===== config.mk =====
export PLATFORM = sky130hd
export DESIGN_NAME = latch_bus_sched
export DESIGN_NICKNAME = d
export VERILOG_FILES = /design/src/rtl/latch_bus_sched.sv
export SDC_FILE = /design/constraint.sdc
export NUM_CORES = 1
export LEC_CHECK = 0
export BUFFER_PORTS_ARGS = -buffer_cell sky130_fd_sc_hd__buf_2
export CORE_ASPECT_RATIO = 0.75
export CORE_UTILIZATION = 35
export CTS_CLUSTER_DIAMETER = 40
export DETAILED_ROUTE_END_ITERATION = 6
export SKIP_LAST_GASP = 1
export SLEW_MARGIN = 20
export SYNTH_ARGS = -nofsm -noshare
export SYNTH_HDL_FRONTEND = slang
export SYNTH_SLANG_ARGS = --single-unit

===== constraint.sdc =====
create_clock -name clk50M_i -period 2.7 [get_ports clk50M_i]
set_clock_uncertainty 0.15 [all_clocks]
set_input_delay 0.27 -clock clk50M_i [delete_from_list [all_inputs] [get_ports clk50M_i]]
set_output_delay 0.27 -clock clk50M_i [all_outputs]
set_load 0.005 [all_outputs]

===== src/rtl/latch_bus_sched.sv =====
// Round-robin sequencer for the shared latch bus: grants one latch, reads it, captures the address, optional +/-1 write-back.
// Read-only 2 cycles, inc/dec 3 cycles (IDLE -> READ -> [WRITE] -> IDLE); requests are only sampled in IDLE.
module latch_bus_sched #(
    parameter int NUM_REQ = 4,
    parameter int DATA_W  = 16
) (
    input  logic                   clk50M_i,
    input  logic                   rst_i,
    input  logic [NUM_REQ-1:0]     req_i,
    input  logic [2*NUM_REQ-1:0]   op_i,
    input  logic [DATA_W-1:0]      bus_i,
    output logic [NUM_REQ-1:0]     latch_rd_o,
    output logic [NUM_REQ-1:0]     latch_wr_o,
    output logic [DATA_W-1:0]      wb_data_o,
    output logic [DATA_W-1:0]      addr_o,
    output logic [NUM_REQ-1:0]     done_o,
    output logic                   busy_o
);

    localparam int SEL_W = (NUM_REQ > 1) ? $clog2(NUM_REQ) : 1;
    localparam logic [SEL_W:0] NUM_REQ_W = (SEL_W+1)'(NUM_REQ);

    localparam logic [1:0] OP_RD  = 2'b00;
    localparam logic [1:0] OP_INC = 2'b01;
    localparam logic [1:0] OP_DEC = 2'b10;
    localparam logic [1:0] OP_RSV = 2'b11;

    typedef enum logic [1:0] {
        IDLE  = 2'd0,
        READ  = 2'd1,
        WRITE = 2'd2
    } state_t;

    state_t             state_q, state_d;
    logic [SEL_W-1:0]   rr_ptr_q, rr_ptr_d;
    logic [SEL_W-1:0]   sel_q, sel_d;
    logic [1:0]         op_q, op_d;
    logic [DATA_W-1:0]  addr_q, addr_d;

    logic               grant_vld;
    logic [SEL_W-1:0]   grant_idx;
    logic [SEL_W-1:0]   cand;
    logic [1:0]         grant_op;
    logic [NUM_REQ-1:0] sel_oh;

    function automatic logic [SEL_W-1:0] wrap_add(input logic [SEL_W-1:0] a,
                                                  input logic [SEL_W-1:0] b);
        logic [SEL_W:0] s;
        s = {1'b0, a} + {1'b0, b};
        if (s >= NUM_REQ_W) begin
            s = s - NUM_REQ_W;
        end
        return s[SEL_W-1:0];
    endfunction

    // First set request at or after rr_ptr, wrapping modulo NUM_REQ.
    always_comb begin
        grant_vld = 1'b0;
        grant_idx = '0;
        cand      = '0;
        for (int i = 0; i < NUM_REQ; i++) begin
            cand = wrap_add(rr_ptr_q, SEL_W'(i));
            if (!grant_vld && req_i[cand]) begin
                grant_vld = 1'b1;
                grant_idx = cand;
            end
        end
        grant_op = op_i[{grant_idx, 1'b0} +: 2];
    end

    always_comb begin
        state_d  = state_q;
        rr_ptr_d = rr_ptr_q;
        sel_d    = sel_q;
        op_d     = op_q;
        addr_d   = addr_q;
        case (state_q)
            IDLE: begin
                if (grant_vld) begin
                    sel_d    = grant_idx;
                    op_d     = (grant_op == OP_RSV) ? OP_RD : grant_op;
                    rr_ptr_d = wrap_add(grant_idx, SEL_W'(1));
                    state_d  = READ;
                end
            end
            READ: begin
                addr_d  = bus_i;
                state_d = (op_q == OP_RD) ? IDLE : WRITE;
            end
            WRITE: begin
                state_d = IDLE;
            end
            default: begin
                state_d = IDLE;
            end
        endcase
    end

    // Outputs depend on registered state only, so no req/op path reaches the latches.
    always_comb begin
        sel_oh     = NUM_REQ'(1) << sel_q;
        latch_rd_o = '0;
        latch_wr_o = '0;
        done_o     = '0;
        wb_data_o  = '0;
        busy_o     = (state_q != IDLE);
        addr_o     = addr_q;
        case (state_q)
            READ: begin
                latch_rd_o = sel_oh;
                if (op_q == OP_RD) begin
                    done_o = sel_oh;
                end
            end
            WRITE: begin
                latch_wr_o = sel_oh;
                done_o     = sel_oh;
                if (op_q == OP_INC) begin
                    wb_data_o = addr_q + DATA_W'(1);
                end else if (op_q == OP_DEC) begin
                    wb_data_o = addr_q - DATA_W'(1);
                end
            end
            default: begin
            end
        endcase
    end

    always_ff @(posedge clk50M_i) begin
        if (rst_i) begin
            state_q  <= IDLE;
            rr_ptr_q <= '0;
            sel_q    <= '0;
            op_q     <= OP_RD;
            addr_q   <= '0;
        end else begin
            state_q  <= state_d;
            rr_ptr_q <= rr_ptr_d;
            sel_q    <= sel_d;
            op_q     <= op_d;
            addr_q   <= addr_d;
        end
    end

endmodule

==> metrics.txt <==
status=finished clean; Post-CTS Hold Fix Bufs=0; Peak VDD IR=244.7 uV; most frequent cells in the layout=buf_2, nor2_1, nand2_1; Critical path origin=addr_o[0]; clk_lat worst skew=0.27 ns; Mapped Cells=261; Worst Tran Pin Value=0.5215 ns; Reg-to-Reg Start=rr_ptr_q[0]; vias in the first global route=1788; GRT Overall Usage=0.1883; Synth area leader=dfxtp_1; Seq/Total Area, Yosys=0.2382; max_slew headroom=0.6523; synth unique cells=53; P_leak=0.001318 uW; Post-synth EDFFs=0; worst hold slack=0.07802 ns; Die Wd=89.66 um; hold_sp=bus_i[11]; startpoint types=register; dpl hpwl=4245 um; die outline area=0.006073 mm2; Worst Path Max Fanout=3; final wirelength=5802 um; H-tree depth=1; first-pass GRT wire length=8852 um; Yosys Warn Count=0; DRT iter0 DRCs=160; Place WS=0.2224 ns; placer congestion estimate=0.8349; TritonCTS Buffers=3; Die H=67.74 um; RSZ-0062 raised after global routing=yes; Top FF cell, synth=dfxtp_1; Max-cap violations=0; Int Power=793.8 uW; wire length per cell=14.26 um; DR vias=2178; drt pass-1 iters=5; HP Class=in2reg; final-stage net count=368; Syn Area/Cell=7.728 um2; hold path depth=3; total clock sinks=24; layout cells sized above 1=0.3313; reg2reg path depth=5; synthesized area=0.002017 mm2; CTS tree=done; Post-Place Cells=400; fmax=379.4 MHz; crit end category=primary output; clock slew at reported path FFs=0.09 ns; Buffers on Ports=74; FFs w/ async S/R, synth=0; Layout area overhead=28.54%; WP data required=2.28 ns; number of setup violations in the final report=0; Final Cycle Share=0.9763; CTS Buffer Depth=2; pin count of the biggest net entering global routing=27; DR DRC count=0; clock period minus worst slack=2.636 ns; Site Rows=23; most common cell after layout, fill and taps aside=buf_2; fill count=542; NetSw=424.7 uW; Gate power share=0.369; CTS Root Cell=clkbuf_8; number of routed nets with antenna violations=0; Worst EP arrival=2.22 ns; Final WS setup=0.06401 ns; initial antenna violation count=0; clock network power share=0.264; Core ar.=0.005439 mm2; Switching Share=0.3486; Post-Layout Cell Count=407; Overflow after GRT=0; critical setup path kind=reg2out; final hold vios=0; syn_nets=296; total power=1219 uW; Area contributors post-synth=dfxtp_1, mux2i_1, nor2_1; Via density=5.351; num ports=75; Reg power frac=0.367; fin. max-slew vios=0; Starting Density=0.3708; top-area cell type share of the netlist area=0.2382; PD cells=470.0 mW/mm2; Antenna diodes=0; #FFs+latches synth=24
==> cell usage after synthesis, types with 3 or more instances <==
cell type and count:
ha_1 5, nor3b_1 6, buf_2 11, o211a_1 6, nor2_1 33, nand2b_1 5
a22oi_1 5, nand2_1 27, and3b_1 4, mux2i_1 21, inv_1 9, nand3_1 7
dfxtp_1 24, clkbuf_1 7, and3_1 4, nor2b_1 3, xor2_1 3, o22ai_1 6
nand3b_1 3, nor3_1 9, o21ai_0 8, a211oi_1 3, o311a_1 4, a21oi_1 12
a31oi_1 3
==> layout make-up <==
type,instances,area (um2),area share
Clock buffer,3,41.29,0.01593
Clock inverter,1,30.03,0.01158
Inverter,9,36.28,0.01400
Multi-Input combinational cell,207,1428,0.5507
Sequential cell,24,488.0,0.1882
Tap cell,75,93.84,0.03620
Timing Repair Buffer,88,475.5,0.1834
==> routing by layer <==
| metal | vias to the layer above | share of wire | track usage |
|---|---|---|---|
| met5 | - | 0 | 0 |
| met4 | 0 | 0.0016 | 0.01984 |
| met3 | 2 | 0.079 | 0.04156 |
| met2 | 103 | 0.43 | 0.2708 |
| met1 | 978 | 0.49 | 0.2894 |
| li1 | 1095 | - | - |
==> cells by family after synthesis <==
kind of cell             Yosys count  synth area share
AO/OA/AOI/OAI                     61            0.2345
XOR/XNOR                           5           0.02172
adder cells (fa/ha/maj)            5           0.03102
buffers and inverters             30           0.06638
flip-flops                        24            0.2382
multiplexers                      22            0.1098
AND/OR/NAND/NOR                  114            0.2984
==> power groups by stage <==
stage | clock (uW) | combinational (uW) | sequential (uW)
after global placement | 0 | 423 | 455
final | 321 | 450 | 447
after global routing | 345 | 500 | 455
after CTS | 333 | 445 | 445
after floorplan | 0 | 329 | 432
after detailed placement | 0 | 427 | 457
==> worst max-delay path, stage by stage (launching register included) <==
cell	delay, ns
dfxtp_4	0.36
inv_4	0.08
ha_4	0.14
or3b_4	0.39
buf_4	0.15
or3_1	0.32
a22oi_1	0.19
nand2_1	0.07
o211a_1	0.12
buf_2	0.12
==> registers in the layout, summed over array words and instances (netlist names) <==
register,flops
state_q,2
op_q,2
sel_q,2
rr_ptr_q,2
addr_o,16
==> through the flow <==
stage	setup TNS, ns	instance area [um2]	utilization
after floorplan	0	2017	-
after global placement	0	2464	0.4530
after detailed placement	0	2464	0.4530
after CTS	0	2577	0.4739
after global routing	-0.02589	2592	0.4767
final	0	2592	0.4767
==> timing repair <==
action,4_1_cts,5_1_grt
resized for setup,7,5
buffers inserted,3,0
endpoints found under the setup margin,3,7
pin swaps,2,2
==> worst paths after layout <==
path	slack, ns	to
setup / recovery	0.06	wb_data_o[6]
hold / removal	0.08	addr_o[11]
setup reg to reg	0.77	op_q[1]
hold reg to reg	0.37	rr_ptr_q[0]
Power figures use the tool's default switching activity.
